<file path="config.mk">
export PLATFORM = sky130hd
export DESIGN_NAME = lfsr_prng_gen
export DESIGN_NICKNAME = d
export VERILOG_FILES = /design/src/rtl/lfsr_prng_gen.sv
export SDC_FILE = /design/constraint.sdc
export NUM_CORES = 1
export LEC_CHECK = 0
export CAP_MARGIN = 20
export CORE_ASPECT_RATIO = 1.25
export CORE_MARGIN = 10
export CORE_UTILIZATION = 44
export CTS_BUF_LIST = sky130_fd_sc_hd__clkbuf_8
export CTS_CLUSTER_DIAMETER = 200
export DETAILED_ROUTE_END_ITERATION = 6
export DONT_BUFFER_PORTS = 1
export PLACE_DENSITY = 0.56
export SYNTH_ARGS = -nofsm -noshare
export SYNTH_HDL_FRONTEND = slang
export SYNTH_SLANG_ARGS = --single-unit
</file>
<file path="constraint.sdc">
create_clock -name clk -period 2.5 [get_ports clk]
set_input_delay 0.5 -clock clk [delete_from_list [all_inputs] [get_ports clk]]
set_output_delay 0.5 -clock clk [all_outputs]
set_load 0.005 [all_outputs]
</file>
<file path="src/rtl/lfsr_prng_gen.sv">
// Fibonacci LFSR pseudo-random generator with counted / free-running bursts,
// seed load, stop/abort and automatic recovery from the all-zero lock-up state.
module lfsr_prng_gen #(
  parameter int                WIDTH = 8,
  parameter logic [WIDTH-1:0]  TAPS  = 8'h1D,
  parameter logic [WIDTH-1:0]  SEED  = {{(WIDTH-1){1'b0}}, 1'b1},
  parameter int                CNT_W = 16
) (
  input  logic              clk,
  input  logic              rst_n,
  input  logic              load,
  input  logic [WIDTH-1:0]  seed_in,
  input  logic              start,
  input  logic [CNT_W-1:0]  steps,
  input  logic              stop,
  output logic [WIDTH-1:0]  data_out,
  output logic              data_valid,
  output logic              busy,
  output logic              done,
  output logic              lockup
);

  generate
    if (SEED == '0) begin : g_bad_seed
      $error("lfsr_prng_gen: SEED must be nonzero");
    end
    if (WIDTH < 2 || WIDTH > 32) begin : g_bad_width
      $error("lfsr_prng_gen: WIDTH must be in 2..32");
    end
  endgenerate

  typedef enum logic {S_IDLE = 1'b0, S_RUN = 1'b1} fsm_t;

  fsm_t              r_fsm;
  fsm_t              w_fsm_nxt;
  logic [WIDTH-1:0]  r_state;
  logic [WIDTH-1:0]  w_state_nxt;
  logic [CNT_W-1:0]  r_rem;
  logic [CNT_W-1:0]  w_rem_nxt;
  logic              r_valid;
  logic              w_valid_nxt;
  logic              r_done;
  logic              w_done_nxt;
  logic              r_lock;
  logic              w_lock_nxt;
  logic              w_step;

  function automatic logic [WIDTH-1:0] lfsr_step(input logic [WIDTH-1:0] s);
    return {^(s & TAPS), s[WIDTH-1:1]};
  endfunction

  always_ff @(posedge clk or negedge rst_n) begin
    if (!rst_n) r_fsm <= S_IDLE;
    else        r_fsm <= w_fsm_nxt;
  end

  // A remaining count of zero while running means free-run: it never ends on its own.
  always_comb begin
    w_fsm_nxt = r_fsm;
    case (r_fsm)
      S_IDLE: if (start) w_fsm_nxt = S_RUN;
      S_RUN: begin
        if (stop)                                w_fsm_nxt = S_IDLE;
        else if (!load && r_rem == CNT_W'(1))    w_fsm_nxt = S_IDLE;
      end
      default: w_fsm_nxt = S_IDLE;
    endcase
  end

  always_comb begin
    w_step      = (r_fsm == S_RUN) && !load && !stop;
    w_state_nxt = r_state;
    w_rem_nxt   = r_rem;
    w_lock_nxt  = r_lock;
    w_valid_nxt = 1'b0;
    w_done_nxt  = 1'b0;
    if (r_fsm == S_IDLE && start) begin
      w_rem_nxt  = steps;
      w_lock_nxt = 1'b0;
    end
    if (load) begin
      w_state_nxt = seed_in;
      if (seed_in != '0) w_lock_nxt = 1'b0;
    end else if (w_step) begin
      w_valid_nxt = 1'b1;
      // The all-zero state is a fixed point of the XOR feedback; escape to SEED.
      if (r_state == '0) begin
        w_state_nxt = SEED;
        w_lock_nxt  = 1'b1;
      end else begin
        w_state_nxt = lfsr_step(r_state);
      end
      if (r_rem != '0) begin
        w_rem_nxt  = r_rem - CNT_W'(1);
        w_done_nxt = (r_rem == CNT_W'(1));
      end
    end
  end

  always_ff @(posedge clk or negedge rst_n) begin
    if (!rst_n) begin
      r_state <= SEED;
      r_rem   <= '0;
      r_valid <= 1'b0;
      r_done  <= 1'b0;
      r_lock  <= 1'b0;
    end else begin
      r_state <= w_state_nxt;
      r_rem   <= w_rem_nxt;
      r_valid <= w_valid_nxt;
      r_done  <= w_done_nxt;
      r_lock  <= w_lock_nxt;
    end
  end

  assign data_out   = r_state;
  assign data_valid = r_valid;
  assign busy       = (r_fsm == S_RUN);
  assign done       = r_done;
  assign lockup     = r_lock;

endmodule

</file>
==> impl_metrics.env <==
export IMPL_cts_resized_gates=0
export IMPL_ys_seq_elements=28
export IMPL_htreeDepth=1
export IMPL_post_route_period_util=0.8603
export IMPL_async_flop_share=1.000
export IMPL_rsz0062_at_grt="false"
export IMPL_cts_tree="built"
export IMPL_cap_viol_max_count=0
export IMPL_worst_pin_slew_ns=0.6901
export IMPL_ys_seq_area_frac=0.4312
export IMPL_port_buffers=0
export IMPL_hold_viol_final=0
export IMPL_die_w_um=74.40
export IMPL_firstDrtPassIters=4
export IMPL_clk_path_buf_depth=2
export IMPL_maxSlewViolCount=0
export IMPL_crit_type="register to register"
export IMPL_antenna_cells=0
export IMPL_postRouteAntennaNets=0
export IMPL_track_usage=0.1484
export IMPL_fp_row_count=24
export IMPL_crit_chain="inv_1, ha_1, nor4b_1, and4_4, o21ai_1, o21ai_0, a21boi_1"
export IMPL_cp_start_kind="register"
export IMPL_crit_fanout=8
export IMPL_viasPerCell=6.309
export IMPL_power_density_mw_per_mm2=698.6
export IMPL_post_drt_wl_per_cell_um=20.71
export IMPL_syn_to_final_growth_pct=7.225
export IMPL_insertion_delay_ns=0.28
export IMPL_numCtsBuffers=3
export IMPL_cpMaxStageDelayCell="o21ai_1"
export IMPL_fin_crit_ns=2.151
export IMPL_crit_required_ns=2.71
export IMPL_grt_max_degree=28
export IMPL_drt_total_wl_um=4494
export IMPL_grt_first_pass_wirelength_um=7438
export IMPL_ys_flop_type="dfrtp_1"
export IMPL_reg2reg_depth=7
export IMPL_leakage_nw=0.7099
export IMPL_layout_nets=212
export IMPL_hold_class="input port to asynchronous set/reset pin"
export IMPL_hold_slack_ns=0.02815
export IMPL_io_pins=41
export IMPL_final_setup_tns_ns=0
export IMPL_dp_hpwl_um=3236
export IMPL_synth_cells=176
export IMPL_clock_skew_ns=0.002538
export IMPL_cp_arrival_ns=2.36
export IMPL_initial_utilization=0.4594
export IMPL_gp_congestion=0.8162
export IMPL_synth_nets=209
export IMPL_vdd_drop_max_mv=0.2378
export IMPL_critical_path_max_stage_delay_ns=0.55
export IMPL_status="finished clean"
export IMPL_path_clk_slew_ns=0.10
export IMPL_mappedNetlistArea_mm2=0.001628
export IMPL_synth_edf_count=0
export IMPL_synth_distinct_cells=46
export IMPL_avgSynthCellArea_um2=9.249
export IMPL_antenna_found_initial=0
export IMPL_drt_iter0_drc=85
export IMPL_via_count=1369
export IMPL_yosysWarnings=0
export IMPL_coreArea_mm2=0.003543
export IMPL_fp_dieArea_mm2=0.006548
export IMPL_drive_above_1_share=0.1180
export IMPL_clkSinkCount=28
export IMPL_grt_overflow_total=0
export IMPL_drcViolationCount=0
export IMPL_end_kind="register"
export IMPL_cts_root_buf="clkbuf_8"
export IMPL_max_slew_margin=0.5368
export IMPL_setup_viol=0
export IMPL_die_height_um=88.01
export IMPL_grt_pass1_vias=1461
export IMPL_max_freq_ghz=0.4650
==> final timing paths <==
kind	startpoint	end	slack (ns)
max	r_rem[0]	r_rem[6]	0.35
min	rst_n	r_rem[0]	0.03
max reg2reg	r_rem[0]	r_rem[6]	0.35
min reg2reg	r_rem[14]	r_rem[14]	0.54
max in group asynchronous	rst_n	r_rem[14]	2.32
min in group clk	load	data_out[6]	0.31
==> metal layers <==
metal,routed length (µm),GRT usage,vias to the layer above
met5,0,0,-
met3,407,0.05210,4
met4,61,0.05517,0
li1,-,-,654
met1,1783,0.1723,659
met2,2242,0.2443,52
==> state kept, by name, summed over array words and instances, names as in the netlist <==
signal,cells
data_out,8
busy,1
r_rem,16
data_valid,1
lockup,1
done,1
==> logic make-up after synthesis <==
kind of cell               after synthesis  synth area share
buffers and inverters                   20           0.05226
adders and majority gates                4           0.03075
AOI/OAI and AO/OA                       50            0.2198
and+or+nand+nor                         69            0.2367
xor gates and xnor gates                 2           0.01076
DFF                                     28            0.4312
muxes                                    3           0.01845
==> final cells by class <==
| type | instances | area [µm²] |
|---|---|---|
| clock buffers | 4 | 55.05 |
| well taps | 39 | 48.80 |
| inverters | 13 | 48.80 |
| fillers | 339 | 1798 |
| multi-input cells | 128 | 840.8 |
| flip-flops and latches | 28 | 701.9 |
| repair buffers | 5 | 50.05 |
==> worst max-delay path: cells and delay by family (launching register included) <==
kind | cells | cell delay (ns)
simple gates | 2 | 0.36
flops | 1 | 0.48
fa+ha+maj | 1 | 0.20
compound gates | 3 | 0.94
buf+inv | 1 | 0.10
==> synth_stat cells (2+ instances only) <==
| library cell | number | area, µm² |
|---|---|---|
| o21ai_0 | 10 | 50.05 |
| nand3_1 | 8 | 40.04 |
| nand4_1 | 3 | 18.77 |
| nand2b_1 | 4 | 25.02 |
| nor4_2 | 3 | 37.54 |
| dfrtp_1 | 27 | 675.7 |
| o221a_1 | 3 | 33.78 |
| o221ai_1 | 3 | 26.28 |
| o21ai_1 | 2 | 10.01 |
| ha_1 | 4 | 50.05 |
| inv_1 | 12 | 45.04 |
| nor3_1 | 8 | 40.04 |
| o221a_2 | 4 | 45.04 |
| o32ai_1 | 3 | 26.28 |
| nor4_1 | 2 | 12.51 |
| nor3b_1 | 2 | 15.01 |
| o21a_1 | 6 | 45.04 |
| nor2_1 | 9 | 33.78 |
| a31oi_1 | 2 | 12.51 |
| a21oi_1 | 10 | 50.05 |
| or4_1 | 2 | 15.01 |
| a22oi_1 | 2 | 15.01 |
| clkbuf_1 | 4 | 15.01 |
| mux2i_1 | 3 | 30.03 |
| buf_2 | 2 | 10.01 |
| nand2_1 | 18 | 67.56 |
==> power by group <==
part	leakage (nW)	internal, mW	switching (mW)	total [mW]
Clock	0.0288	0.141	0.149	0.290
Sequential	0.324	0.535	0.121	0.656
Combinational	0.357	0.125	0.148	0.273
Total	0.710	0.802	0.417	1.22
==> through the flow <==
| stage | instance area [µm²] | instances | setup slack, ns | util | total power [mW] |
|---|---|---|---|---|---|
| 4_1_cts | 1745 | 217 | 0.3308 | 0.4926 | 1.228 |
| 2_1_floorplan | 1628 | 176 | 0.6604 | - | 0.8451 |
| 3_5_place_dp | 1670 | 212 | 0.2953 | 0.4714 | 0.9250 |
| 3_3_place_gp | 1670 | 212 | 0.3719 | 0.4714 | 0.9152 |
| 6_report | 1745 | 217 | 0.3493 | 0.4926 | 1.219 |
| 5_1_grt | 1745 | 217 | 0.1377 | 0.4926 | 1.300 |
==> layout by cell type (no fill, tap or decap), types with 3 or more instances in the layout <==
cell type,instances
a21oi_1,10
buf_4,4
clkbuf_8,4
dfrtp_1,27
ha_1,4
inv_1,12
mux2i_1,3
nand2_1,18
nand2b_1,4
nand3_1,8
nand4_1,3
nor2_1,9
nor3_1,8
nor4_2,3
o21a_1,6
o21ai_0,10
o221a_1,3
o221a_2,4
o221ai_1,3
o32ai_1,3
==> what timing repair did <==
item,4_1_cts,5_1_grt
setup buffers,0,0
endpoints found under the hold margin,27,0
hold buffers,1,0
Power figures use the tool's default switching activity.
